[src/rtl/icache_dm_blocking_pkg.sv]
// Shared system definitions for the instruction-cache slice: address width,
// memory-bus command encoding, bus transaction tag, cache entry layout and
// cache controller states.
package icache_dm_blocking_pkg;

    localparam int XLEN = 32;

    typedef enum logic [1:0] {
        BUS_NONE  = 2'h0,
        BUS_LOAD  = 2'h1,
        BUS_STORE = 2'h2
    } BUS_COMMAND;

    typedef logic [3:0] MEM_TAG;

    // Widest tag any legal CACHE_LINES (>= 2) can need; narrower tags are
    // zero-extended into this field.
    localparam int ICACHE_TAG_W_MAX = XLEN - 4;

    typedef struct packed {
        logic [63:0]                 data;
        logic [ICACHE_TAG_W_MAX-1:0] tag;
        logic                        valid;
    } ICACHE_ENTRY;

    typedef enum logic [1:0] {
        IC_IDLE,
        IC_REQ,
        IC_WAIT
    } ICACHE_STATE;

endpackage

[src/rtl/icache_dm_blocking_mem.sv]
// icache_mem: CACHE_LINES-deep line storage for the direct-mapped icache.
// One combinational read port, one synchronous write port. Only the valid
// bits are cleared by reset; data and tag arrays are left uninitialised.
module icache_mem
    import icache_dm_blocking_pkg::*;
#(
    parameter int   CACHE_LINES = 32,
    localparam int  IDX_W       = $clog2(CACHE_LINES)
) (
    input  logic                        clock,
    input  logic                        reset,
    input  logic [IDX_W-1:0]            rd_idx,
    output ICACHE_ENTRY                 rd_entry,
    input  logic                        wr_en,
    input  logic [IDX_W-1:0]            wr_idx,
    input  logic [63:0]                 wr_data,
    input  logic [ICACHE_TAG_W_MAX-1:0] wr_tag
);

    logic [63:0]                 data_q [CACHE_LINES];
    logic [ICACHE_TAG_W_MAX-1:0] tag_q  [CACHE_LINES];
    logic [CACHE_LINES-1:0]      valid_q;

    // Valid bits: cleared on reset, set when a line is filled.
    always_ff @(posedge clock) begin
        if (reset) begin
            valid_q <= '0;
        end else if (wr_en) begin
            valid_q[wr_idx] <= 1'b1;
        end
    end

    // Data and tag arrays: written on fill only, never reset.
    always_ff @(posedge clock) begin
        if (wr_en) begin
            data_q[wr_idx] <= wr_data;
            tag_q[wr_idx]  <= wr_tag;
        end
    end

    // Read port returns current contents; a same-cycle write is seen next cycle.
    always_comb begin
        rd_entry.data  = data_q[rd_idx];
        rd_entry.tag   = tag_q[rd_idx];
        rd_entry.valid = valid_q[rd_idx];
    end

endmodule

[src/rtl/icache_dm_blocking.sv]
// icache_dm_blocking: direct-mapped, read-only, blocking instruction cache.
// Hits are answered combinationally; a miss issues one BUS_LOAD, waits for
// the matching tagged return and fills the line. One miss outstanding.
// Optional macro ICACHE_FILL_BYPASS_EN forwards the returning line to the
// fetch port in the fill cycle when fetch is asking for that line.
module icache_dm_blocking
    import icache_dm_blocking_pkg::*;
#(
    parameter int CACHE_LINES = 32
) (
    input  logic            clock,
    input  logic            reset,
    input  logic [XLEN-1:0] proc2Icache_addr,
    output logic [63:0]     Icache2proc_data,
    output logic            Icache2proc_data_valid,
    output logic [1:0]      proc2Imem_command,
    output logic [XLEN-1:0] proc2Imem_addr,
    input  logic [3:0]      Imem2proc_response,
    input  logic [63:0]     Imem2proc_data,
    input  logic [3:0]      Imem2proc_tag
);

    localparam int IDX_W = $clog2(CACHE_LINES);

    ICACHE_STATE                 state, state_n;
    logic [XLEN-1:0]             miss_addr, miss_addr_n;
    MEM_TAG                      pend_tag, pend_tag_n;
    BUS_COMMAND                  cmd;

    logic [IDX_W-1:0]            rd_idx, fill_idx;
    logic [ICACHE_TAG_W_MAX-1:0] rd_tag, fill_tag;
    ICACHE_ENTRY                 rd_entry;
    logic                        hit, fill, wr_en;
    logic                        unused_offset;

    assign unused_offset = ^proc2Icache_addr[2:0];

    assign rd_idx   = proc2Icache_addr[IDX_W+2:3];
    assign rd_tag   = ICACHE_TAG_W_MAX'(proc2Icache_addr[XLEN-1:IDX_W+3]);
    assign fill_idx = miss_addr[IDX_W+2:3];
    assign fill_tag = ICACHE_TAG_W_MAX'(miss_addr[XLEN-1:IDX_W+3]);

    assign hit   = rd_entry.valid && (rd_entry.tag == rd_tag);
    assign fill  = (state == IC_WAIT) && (pend_tag != '0) && (Imem2proc_tag == pend_tag);
    // A return arriving while reset is held must not touch the arrays.
    assign wr_en = fill && !reset;

    icache_mem #(
        .CACHE_LINES (CACHE_LINES)
    ) u_mem (
        .clock    (clock),
        .reset    (reset),
        .rd_idx   (rd_idx),
        .rd_entry (rd_entry),
        .wr_en    (wr_en),
        .wr_idx   (fill_idx),
        .wr_data  (Imem2proc_data),
        .wr_tag   (fill_tag)
    );

    // Controller state, latched miss line and outstanding bus tag.
    always_ff @(posedge clock) begin
        if (reset) begin
            state     <= IC_IDLE;
            miss_addr <= '0;
            pend_tag  <= '0;
        end else begin
            state     <= state_n;
            miss_addr <= miss_addr_n;
            pend_tag  <= pend_tag_n;
        end
    end

    // Next-state logic and bus command: new misses are only accepted in IDLE.
    always_comb begin
        state_n     = state;
        miss_addr_n = miss_addr;
        pend_tag_n  = pend_tag;
        cmd         = BUS_NONE;
        case (state)
            IC_IDLE: begin
                if (!hit) begin
                    miss_addr_n = {proc2Icache_addr[XLEN-1:3], 3'b000};
                    state_n     = IC_REQ;
                end
            end
            IC_REQ: begin
                cmd = BUS_LOAD;
                if (Imem2proc_response != '0) begin
                    pend_tag_n = Imem2proc_response;
                    state_n    = IC_WAIT;
                end
            end
            IC_WAIT: begin
                if (fill) begin
                    pend_tag_n = '0;
                    state_n    = IC_IDLE;
                end
            end
            default: state_n = IC_IDLE;
        endcase
    end

    // Fetch-side outputs and bus outputs, forced quiet while reset is held.
    always_comb begin
        Icache2proc_data       = rd_entry.data;
        Icache2proc_data_valid = hit;
`ifdef ICACHE_FILL_BYPASS_EN
        if (fill && (proc2Icache_addr[XLEN-1:3] == miss_addr[XLEN-1:3])) begin
            Icache2proc_data       = Imem2proc_data;
            Icache2proc_data_valid = 1'b1;
        end
`endif
        proc2Imem_command = cmd;
        proc2Imem_addr    = miss_addr;
        if (reset) begin
            Icache2proc_data_valid = 1'b0;
            proc2Imem_command      = BUS_NONE;
        end
    end

endmodule
[config.mk]
export PLATFORM = sky130hd
export DESIGN_NAME = icache_dm_blocking
export DESIGN_NICKNAME = d
export VERILOG_FILES = /design/src/rtl/icache_dm_blocking_pkg.sv /design/src/rtl/icache_dm_blocking_mem.sv /design/src/rtl/icache_dm_blocking.sv
export SDC_FILE = /design/constraint.sdc
export NUM_CORES = 2
export LEC_CHECK = 0
export CORE_MARGIN = 4
export CORE_UTILIZATION = 60
export DETAILED_ROUTE_END_ITERATION = 10
export GPL_TIMING_DRIVEN = 1
export PLACE_DENSITY = 0.75
export SETUP_SLACK_MARGIN = 0.5
export SLEW_MARGIN = 0
export SYNTH_ARGS = -nofsm -noshare
export SYNTH_HDL_FRONTEND = slang
export SYNTH_SLANG_ARGS = --single-unit
[constraint.sdc]
create_clock -name clock -period 7.61 [get_ports clock]
set_clock_uncertainty 0.2 [all_clocks]
set_input_delay 1.522 -clock clock [delete_from_list [all_inputs] [get_ports clock]]
set_output_delay 1.522 -clock clock [all_outputs]
set_load 0.005 [all_outputs]
### After elaboration in Yosys (flattened, before gate mapping)

Memories as Yosys holds them, arrays and structs flattened.
Index checks and enable logic that the tools add are counted.

| storage, ports and cells | value |
|---|---|
| register bits | 67 |
| latch bits | 0 |
| RAM bits | 2816 |
| bits in read-only memories | 0 |
| bits of input ports | 106 |
| output and inout bits | 99 |
| logic and storage cells | 47 |
| memories | 2 |

Memories:

| memory | depth | width | rd ports | clocked after Yosys merged registers in | wr ports | line | source |
|---|---|---|---|---|---|---|---|
| u_mem.data_q | 32 | 64 | 1 | 0 | 1 | icache_dm_blocking_mem.sv:20 | `logic [63:0] data_q [CACHE_LINES];` |
| u_mem.tag_q | 32 | 24 | 1 | 0 | 1 | icache_dm_blocking_mem.sv:21 | `logic [ICACHE_TAG_W_MAX-1:0] tag_q [CACHE_LINES];` |

| cells by class | value |
|---|---|
| add/subtract/negate cells | 0 |
| $mul | 0 |
| divide/modulo/power cells | 0 |
| $lt $le $gt $ge | 3 |
| equality and inequality tests | 7 |
| shift-type cells | 0 |
| muxes and demuxes | 16 |
| bitwise logic cells | 2 |
| reductions and logical operators | 13 |

Operators with widths:

| operator | count |
|---|---|
| $or 32x32->32 | 1 |
| $eq 28x24->1 | 1 |
| $lt 5x6->1 const B | 2 |
| $mux 2 | 4 |
| $mux 4 | 2 |
| $pmux 4 s2 | 1 |
| $reduce_bool 4->1 | 2 |
| $mux 1 | 6 |
| $ne 2x2->1 const B | 3 |
| $pmux 2 s3 | 1 |
| $reduce_and 3->1 | 2 |
| $bmux 1 s5 | 1 |
| $demux 1 s5 | 1 |
| $ge 5x1->1 const B | 1 |
| $logic_and 1x1->1 | 5 |
| $eq 4x4->1 | 1 |
| $eq 2x1->1 const B | 1 |
| $eq 2x2->1 const B | 1 |
| $logic_not 2->1 | 1 |
| $reduce_and 2->1 | 1 |
| $reduce_bool 2->1 | 1 |
| $logic_not 1->1 | 1 |
| $not 1->1 | 1 |

### Logic depth before layout (Yosys ltp)

| logic depth | value |
|---|---|
| word-level depth | 6 |
| gate-level depth with buffers | 15 |
| depth with buffers taken out | 9 |

### By module

Synthesis repeated with hierarchy kept, for this count alone.

| unflattened totals | value |
|---|---|
| cell total of the unflattened synthesis | 5697 |
| area total of the unflattened synthesis | 115329.4 µm² |

Modules (own cells, without submodules):

| module | instances | cells an instance | area an instance (µm²) | seq. area each (µm²) |
|---|---|---|---|---|
| icache_mem | 1 | 5409 | 112972.1 | 89045.4 |
| icache_dm_blocking | 1 | 288 | 2357.3 | 700.7 |

### Worst setup path after synthesis

Ideal clock, no wire load.

| timing | value |
|---|---|
| kind | input port to flip-flop |
| start | input Imem2proc_tag[0] |
| end | memory u_mem.data_q[12][0], enable pin |
| library setup time | 0.537 ns |
| arrival time | 6.462 ns |
| data required time | 6.873 ns |
| setup slack | 0.411 ns |
| stages | 7 |
| buffers on the path | 1 |
| path through | nor3_1 a21oi_1 or4_1 nor3_1 nand2b_1 clkbuf_1 nor2_1 |

| between the ends | value |
|---|---|
| word-level cells in the longest chain between the ends | 5 |

Ends and longest elaborated chain:

| what | line | source |
|---|---|---|
| from (decl) | icache_dm_blocking.sv:20 | `input logic [3:0] Imem2proc_tag` |
| $eq 4x4->1 | icache_dm_blocking.sv:44 | `assign fill = (state == IC_WAIT) && (pend_tag != '0) && (Imem2proc_tag == pend_tag);` |
| $logic_and 1x1->1 | icache_dm_blocking.sv:44 |  |
| $logic_and 1x1->1 | icache_dm_blocking.sv:46 | `assign wr_en = fill && !reset;` |
| $mux 1 | icache_dm_blocking_mem.sv:35 | `if (wr_en) begin` |
| $mux 1 (implied by the code) | icache_dm_blocking_mem.sv:36 | `data_q[wr_idx] <= wr_data;` |
| to (decl) | icache_dm_blocking_mem.sv:20 |  |

Every way passes these cells.

### Worst setup path in the final report

| timing | value |
|---|---|
| start | input proc2Icache_addr[6] |
| end | output Icache2proc_data[22] |

| between the ends | value |
|---|---|
| word-level cells in the longest chain between the ends | 1 |

Ends and longest elaborated chain:

| what | line | source |
|---|---|---|
| from (decl) | icache_dm_blocking.sv:13 | `input logic [XLEN-1:0] proc2Icache_addr,` |
| $mem_v2 32x64 | -- |  |
| to (decl) | icache_dm_blocking.sv:14 | `output logic [63:0] Icache2proc_data,` |

Every way passes these cells.

==> reports/metrics.cfg <==
[synth]
synth.area.top_cells=edfxtp_1 77%, mux4_2 16%, mux2i_1 1.3%, dfxtp_1 1.2%, nand2_1 1.0%
ys_async_sr_fraction_pct=0
synthCells=4757
synthXorXnorAreaFrac_pct=0.2388
synth-adder-area-share_pct=0
synth.top_cell.area_share_pct=76.86
ys_types=60
synth.avg_cell_area_um2=23.13
yosysTopAreaCell=edfxtp_1
netlist_top_cells_count=2816 x edfxtp_1, 794 x mux4_2, 302 x nand2_1
synth_warnings=0
synthFlopType=edfxtp_1
syn_area_um2=110000
synthMuxAreaShare_pct=17.61
synth_top_family_by_area=multiplexers
synth-compound-area-share_pct=1.062
synth_edf_count=2816
ys_ff_latch=2883
synthSimpleGateAreaFrac_pct=1.883
synth_most_common_cell=edfxtp_1
synth_seq_area_share_pct=78.07

[critical_path]
cp_cell_sequence=buf_6 > buf_4 > inv_8 > buf_4 > buf_4 > mux4_2 > nand2_1 > nand2_1 > clkdlybuf4s50_1
r2r_cells=13
start_kind=primary input
crit_path_max_incr_delay_ps=760
cp_slowest_cell=buf_4
crit_fanout=38
cp.arrival_ps=5300
path_common_cell=buf_4
cp-end-kind=output pin
required_ps=5890
crit_type=primary input to output pin
worst-r2r-setup-slack_ps=3180

[sta]
setup_viol=0
hold_viol_final=0
slew_violations=0
fin_tns_setup_ps=0
layout_min_cycle_time_ps=7020
tightest_slew_ps=1269
rsz0062_at_grt=false
clock.fmax_ghz=0.1425
finalCritPeriodShare_pct=92.24
relSlewSlack_pct=15.25

[floorplan]
fp.dieW_um=436.2
pin_count=205
row_count=156
initial_core_util_pct=60.61
core_um2=181500
die_h_um=436.2
dieArea_um2=190300

[global_routing]
antenna_found_initial=14
grt_pass1_wl_um=399000
grt_overflow=0
grt_max_degree=161
grt_usage_pct=29.46
grt_pass1_vias=54250

[worst_hold_path]
whs_path_depth=1
hp-class=register to register

[route]
vias=53840
final_antenna_net_count=0
avgViaCountPerCell=6.958
drc=0
post_drt_wl_per_cell_um=36.54
first_iter_violations=8032
wl_um=282700
first_pass_iters=6

[cts]
clk_latency_ps=930
path_clk_slew_ps=60
cts_tree=done
clk_path_buf_depth=4
cts.sinks=2883
h-tree-depth=5
cts_hold_buffers=0
cts_buffers=293
root_buffer=clkbuf_16

[cells_and_area]
fin_nets=5269
syn_to_final_growth_pct=13.60
stdcell_area_um2=125000
drive_gt1_share_pct=25.92
final_util_pct=68.86
final_cells=7737
regArea_um2=85900
num-fill-cells=10550
multi_input_area_um2=23150

[placed_design]
place.gp.congestion=0.7778
placed_cell_area_um2=116000
place_inst=7236
portBuffers=197
place_hpwl_um=128600

[pwr]
peakVddDrop_v=0.0001891
leakagePower_nw=39.62
pwr_density_cell_nw_per_um2=264.3
totalPowerFinal_mw=33.03

[outcome]
status=completed

[run]
drv_cap=0

layout by cell type (no fill, tap or decap), types with 43 or more instances in the layout:
cell type	n
mux2i_1	142
mux4_2	794
nand2_1	302
clkdlybuf4s50_1	191
buf_4	98
clkinv_2	43
nor2_1	45
edfxtp_1	2816
buf_12	59
clkinv_1	52
clkbuf_1	64
clkbuf_16	302
dfxtp_1	67
a22oi_1	45
logic make-up after synthesis:
kind of cell / count (synthesis)
XOR/XNOR: 30
flip-flops: 2883
AO/OA/AOI/OAI: 159
other: 1
multiplexers: 942
buffers and inverters: 258
AND/OR/NAND/NOR: 484
where the power goes:
group          switching, mW  leakage (nW)  internal (mW)
Clock                   5.76          4.36           7.86
Sequential             0.186          26.0           17.6
Combinational          0.884          9.29          0.740
Total                   6.83          39.6           26.2
flip-flops by register name, summed over array words and instances (netlist names):
register        cells
state               2
u_mem.data_q     2048
u_mem.tag_q       768
u_mem.valid_q      32
pend_tag            4
proc2Imem_addr     29
path summary, 6_finish.rpt:
check,from,end
worst max-delay path,proc2Icache_addr[6],Icache2proc_data[22]
worst max register to register,u_mem.tag_q[27][20],proc2Imem_addr[3]
worst min register to register,u_mem.valid_q[7],u_mem.valid_q[7]
worst min-delay path,u_mem.valid_q[7],u_mem.valid_q[7]
layout make-up:
cell class / count / share of cell area, %
clock inverter: 124 / 0.8438
timing repair buffer: 359 / 3.227
multi-input combinational: 1619 / 18.52
antenna: 5 / 0.01001
sequential: 2883 / 68.73
inverter: 7 / 0.03303
clock buffer: 370 / 6.264
tap: 2370 / 2.372
per-layer routing:
layer  vias up  wire [µm]  GRT usage [%]
met5         -         52              0
met4         8      10460          10.30
met3       606      27950          5.248
met2      3721     144600          48.50
met1     28580      99650          40.62
li1      20920          -              -
worst max-delay path, delay by kind of cell:
family / cells / cell delay (ps)
buffers and inverters: 6 / 2650
muxes: 1 / 620
and+or+nand+nor: 2 / 320
timing repair:
| item | CTS | global route |
|---|---|---|
| gates cloned | 0 | 2 |
| setup endpoints to repair | 6 | 8 |
| setup buffers | 0 | 0 |
| pin swaps | 0 | 0 |
| gates resized for setup | 10 | 3 |
stage by stage:
stage | worst slack (ps) | hold WS, ps
final | 590.2 | 266.8
after global routing | 501.3 | 282.5
after CTS | 550.7 | 262.0
after detailed placement | 10.03 | 249.2
after global placement | 27.61 | 241.0
after floorplan | 411.0 | 235.0
Power figures use the tool's default switching activity.
